### config.mk
export PLATFORM = sky130hd
export DESIGN_NAME = mux_n_staged
export DESIGN_NICKNAME = d
export VERILOG_FILES = /design/src/rtl/mux_n_staged.sv
export SDC_FILE = /design/constraint.sdc
export NUM_CORES = 1
export LEC_CHECK = 0
export ABC_AREA = 1
export CORE_MARGIN = 2
export CORE_UTILIZATION = 35
export CTS_CLUSTER_SIZE = 25
export DETAILED_ROUTE_END_ITERATION = 8
export PLACE_DENSITY_LB_ADDON = 0.3
export SLEW_MARGIN = 30
export SYNTH_ARGS = -nofsm -noshare
export SYNTH_HDL_FRONTEND = slang
export SYNTH_SLANG_ARGS = --single-unit
### constraint.sdc
create_clock -name CLK -period 2.2 [get_ports CLK]
set_input_delay 0.44 -clock CLK [delete_from_list [all_inputs] [get_ports CLK]]
set_output_delay 0.44 -clock CLK [all_outputs]
set_load 0.02 [all_outputs]
### src/rtl/mux_n_staged.sv
// -----------------------------------------------------------------------------
// mux_n_staged
//
// Registered N-way valid/ready multiplexer. It picks one producer channel per
// cycle and loads that channel's word into a one-deep output register. The
// channel is chosen either explicitly (mode=0, by S) or round-robin (mode=1).
// With a ready consumer it moves one word per cycle, without bubbles.
//
// Ports
//   CLK          clock; all state updates on the rising edge
//   ASYNCRESETN  asynchronous active-low reset
//   I            channel data; channel k occupies I[k*WIDTH +: WIDTH]
//   I_valid      per-channel valid
//   I_ready      per-channel ready (combinational)
//   S            explicit channel select, used when mode=0
//   mode         0 = explicit select via S, 1 = round-robin
//   O            registered output data
//   O_valid      output register holds a word
//   O_ready      consumer accepts the word
//   O_sel        channel index of the word currently held in O
// -----------------------------------------------------------------------------
module mux_n_staged #(
  parameter int WIDTH = 2,
  parameter int N     = 4,
  parameter int SELW  = $clog2(N)
) (
  input  logic                 CLK,
  input  logic                 ASYNCRESETN,
  input  logic [N*WIDTH-1:0]   I,
  input  logic [N-1:0]         I_valid,
  output logic [N-1:0]         I_ready,
  input  logic [SELW-1:0]      S,
  input  logic                 mode,
  output logic [WIDTH-1:0]     O,
  output logic                 O_valid,
  input  logic                 O_ready,
  output logic [SELW-1:0]      O_sel
);

  logic [WIDTH-1:0] chan [N];   // unpacked view of the flat data bus
  logic [SELW-1:0]  ptr;        // round-robin start point
  logic [SELW-1:0]  cand;       // candidate channel this cycle
  logic [SELW-1:0]  rr_idx;
  logic             has_cand;
  logic             can_accept;
  logic             xfer;

  for (genvar k = 0; k < N; k++) begin : g_chan
    assign chan[k] = I[k*WIDTH +: WIDTH];
  end

  // The output register can take a new word when it is empty, or when its
  // current word leaves in this same cycle.
  assign can_accept = !O_valid || O_ready;

  // Candidate selection.
  always_comb begin
    // NOTE: every signal assigned here gets a default first, so no path
    // through the block leaves a value held and no latch is inferred.
    cand     = '0;
    has_cand = 1'b0;
    rr_idx   = '0;
    if (!mode) begin
      // An out-of-range select names no channel at all.
      if (int'(S) < N) begin
        cand     = S;
        has_cand = 1'b1;
      end
    end else begin
      // Scan ptr, ptr+1, ... (mod N); the first valid channel wins.
      for (int i = 0; i < N; i++) begin
        rr_idx = SELW'((int'(ptr) + i) % N);
        if (!has_cand && I_valid[rr_idx]) begin
          cand     = rr_idx;
          has_cand = 1'b1;
        end
      end
    end
  end

  always_comb begin
    I_ready = '0;
    for (int k = 0; k < N; k++) begin
      I_ready[k] = can_accept && has_cand && (cand == SELW'(k));
    end
  end

  assign xfer = has_cand && can_accept && I_valid[cand];

  // Output register and round-robin pointer.
  // NOTE: reset clears every state bit, so a word held when reset arrives is
  // dropped rather than delivered late.
  always_ff @(posedge CLK or negedge ASYNCRESETN) begin
    if (!ASYNCRESETN) begin
      O       <= '0;
      O_valid <= 1'b0;
      O_sel   <= '0;
      ptr     <= '0;
    end else begin
      // NOTE: sequential state uses non-blocking assignments so every
      // register samples the pre-edge values, whatever the statement order.
      if (xfer) begin
        // A drain and a fill in the same cycle go through this branch too,
        // so O_valid stays high with no bubble.
        O       <= chan[cand];
        O_sel   <= cand;
        O_valid <= 1'b1;
      end else if (O_ready) begin
        // Drained with nothing behind it; data and index keep their values.
        O_valid <= 1'b0;
      end
      // The pointer moves only on round-robin grants, so it keeps its value
      // across explicit-mode stretches.
      if (xfer && mode) begin
        ptr <= (int'(cand) == N - 1) ? '0 : cand + 1'b1;
      end
    end
  end

endmodule

==> results of run 1 <==
cell usage after synthesis:
| master | number |
|---|---|
| buf_4 | 2 |
| buf_6 | 1 |
| dfrtp_1 | 7 |
| ha_1 | 2 |
| inv_1 | 13 |
| inv_2 | 6 |
| nand2_1 | 61 |
| nand2_2 | 17 |
| nand2_4 | 3 |
| nand2_8 | 1 |
| nand3_1 | 9 |
| nand3_2 | 8 |
| nand4_1 | 2 |
| nor2_1 | 4 |
| nor2_4 | 3 |
| nor3_1 | 2 |
| o21ai_0 | 1 |
| o21ai_1 | 3 |
routing by layer:
layer	vias up	GRT usage, %	share of wire, %
met5	-	0	0
met1	503	21.0	39
li1	567	-	-
met2	22	36.1	57
met4	0	2.50	0
met3	0	4.10	3.5
critical path: stages (launching register included):
cell and delay, ns:
dfrtp_2 0.47, buf_6 0.17, nand2_4 0.07, nand2_4 0.07, nand2_4 0.07, nand2_4 0.05, nor2_4 0.14, nand3_2 0.07
nand2_1 0.07, inv_2 0.04, nand2_4 0.07, nand2_8 0.06, ha_1 0.18, inv_1 0.05, nor2_1 0.04, buf_4 0.15
power groups by stage:
stage	sequential (mW)	combinational (mW)	clock [mW]
after detailed placement	0.242	1.47	0
after floorplan	0.287	0.918	0
after CTS	0.251	1.57	0.124
final	0.270	1.92	0.119
after global placement	0.243	1.44	0
after global routing	0.280	2.08	0.133
repair_timing:
item	4_1_cts	5_1_grt
gates cloned	0	1
pin swaps	5	24
endpoints found under the setup margin	4	11
setup buffers	3	11
gates resized for setup	42	35
endpoints found under the hold margin	0	0
layout make-up:
class	count	area, sq um
timing repair buffer	59	508
clock buffer	4	26.3
sequential	7	178
inverter	19	83.8
tap	30	37.5
multi-input combinational	116	791
timing repair inverter	1	5.00
fill	220	826
metrics by stage:
step	setup TNS (ns)	utilization [%]	cell area (sq um)	power (mW)
6_report	-1.02	66.4	1630	2.31
5_1_grt	-2.07	66.4	1630	2.49
4_1_cts	-0.703	58.1	1430	1.94
3_5_place_dp	-4.64	54.9	1350	1.71
3_3_place_gp	-4.50	54.9	1350	1.68
2_1_floorplan	-0.00563	-	911	1.20
worst max path at each step:
stage / from / end / slack, ns / cells past startpoint
floorplan: ptr[0] / I_ready[1] / -0.006 / 10
global placement: I_valid[2] / I_ready[3] / -0.85 / 15
detailed placement: I_valid[2] / I_ready[3] / -0.88 / 15
CTS: ptr[0] / I_ready[3] / -0.24 / 14
global route: ptr[0] / I_ready[2] / -0.40 / 14
finish: ptr[0] / I_ready[2] / -0.28 / 15
kinds of logic after synthesis:
kind of cell / after synthesis
compound gates: 4
simple gates: 110
fa+ha+maj: 2
flops: 7
buf+inv: 22
flip-flops by register name, indices dropped and copies added (netlist names):
name / flops
O_sel: 2
O: 2
ptr: 2
O_valid: 1
==> results.sh, run 1 <==
export IMPL_insertion_delay_ns=0.25
export IMPL_finalHoldViolCount=0
export IMPL_syn_inst=145
export IMPL_rsz0062_at_grt="true"
export IMPL_critPathMaxFanout=6
export IMPL_arrival_ns=2.04
export IMPL_grt_max_degree=10
export IMPL_syn_to_final_growth_pct=80.3
export IMPL_antenna_found_initial=0
export IMPL_root_buffer="clkbuf_4"
export IMPL_hp_class="in2async"
export IMPL_final_common_cell="nand2_1"
export IMPL_vias=1092
export IMPL_cts_buffers=3
export IMPL_drtAntennaViolNets=0
export IMPL_worst_slew_pin_slew_ns=0.327
export IMPL_switchingPower_mw=1.18
export IMPL_internal_power_mw=1.13
export IMPL_power_frac_seq_pct=11.7
export IMPL_synth_xor_area_share_pct=0
export IMPL_syn_avg_cell_area_sq_um=6.23
export IMPL_status="finished with violations"
export IMPL_die_h_microns=54.8
export IMPL_grt_usage_pct=18.7
export IMPL_p_leak_nw=0.858
export IMPL_reg2regPathDepth=18
export IMPL_num_nets_final=227
export IMPL_grt_overflow=0
export IMPL_ir_drop_mv=0.950
export IMPL_rows=18
export IMPL_swShare_pct=51.2
export IMPL_final_cell_mix="nand2_1 (44), buf_4 (33), nand2_2 (24), clkdlybuf4s50_1 (18), nand2_4 (11)"
export IMPL_hold_buffers=0
export IMPL_drt_iter0_drc=13
export IMPL_pre_cts_ws_ns=-0.878
export IMPL_crit_required_ns=1.76
export IMPL_startpoint_type="flip-flop"
export IMPL_finalWirelength_mm=2.72
export IMPL_dieArea_sq_mm=0.00300
export IMPL_final_max_slew_viol_count=0
export IMPL_drive_gt1_share_pct=52.9
export IMPL_grt_pass1_wl_mm=4.07
export IMPL_crit_type="reg2out"
export IMPL_firstDrtPassIters=4
export IMPL_diodes=0
export IMPL_core_area_sq_mm=0.00245
export IMPL_synth_simple_area_share_pct=64.8
export IMPL_die_x_microns=54.8
export IMPL_fin_crit_ns=2.48
export IMPL_synth_compound_area_share_pct=2.22
export IMPL_place_inst=220
export IMPL_synth_top_area_cell="nand2_1"
export IMPL_finalSetupViolCount=4
export IMPL_power_density_mw_per_mm2=1420
export IMPL_cts_path_max_buffers=2
export IMPL_cts_tree="done"
export IMPL_synth_seq_area_share_pct=19.4
export IMPL_cts_sinks=7
export IMPL_rrSetupSlack_ns=0.03
export IMPL_htreeDepth=1
export IMPL_place_hpwl_mm=1.93
export IMPL_worst_slack_ns=-0.276
export IMPL_slew_headroom_pct=78.1
export IMPL_synth_mux_area_share_pct=0
export IMPL_synth_area_sq_um=903
export IMPL_post_route_period_util_pct=113
export IMPL_synth_top_family_by_area="simple AND/OR/NAND/NOR gates"
export IMPL_start_util_pct=36.8
export IMPL_share_comb_of_total_power_pct=83.1
export IMPL_pin_count=27
export IMPL_cp_end_kind="output pin"
export IMPL_maxCapViolCount=0
export IMPL_fmax_mhz=404
export IMPL_grt_pass1_vias=992
export IMPL_reg2reg_from="ptr[0]"
export IMPL_syn_num_nets=165
export IMPL_wl_per_cell_microns=11.5
export IMPL_clock_skew_ns=0.00544
export IMPL_r2r_end="ptr[0]"
export IMPL_avgViaCountPerCell=4.63
export IMPL_portBuffers=26
export IMPL_worst_hold_slack_ns=0.446
export IMPL_synth_top_area_share_pct=25.3
export IMPL_synthAdderAreaFrac_pct=2.77
export IMPL_stdcell_count=236
export IMPL_clkSlewWorstSetupHoldPaths_ns=0.06
export IMPL_failed_checks="negative setup slack"
export IMPL_synth_cell_types=18
export IMPL_drc=0
export IMPL_ys_warn_count=0
export IMPL_ys_ff_latch=7
export IMPL_clkPwrFrac_pct=5.2
export IMPL_place_congestion=0.829
export IMPL_synth_area_top_cells="nand2_1 (25%), dfrtp_1 (19%), nand2_2 (12%)"
No activity file was read; power rests on OpenSTA's default activity.
==> inputs of run 2 (changes only) <==
--- a/config.mk
+++ b/config.mk
@@ -11,7 +11,7 @@
 export CTS_CLUSTER_SIZE = 25
 export DETAILED_ROUTE_END_ITERATION = 8
 export PLACE_DENSITY_LB_ADDON = 0.3
-export SLEW_MARGIN = 30
+export SLEW_MARGIN = 20
 export SYNTH_ARGS = -nofsm -noshare
 export SYNTH_HDL_FRONTEND = slang
 export SYNTH_SLANG_ARGS = --single-unit
==> results of run 2 <==
The final DEF is identical to that of run 1; final timing and power are the same.
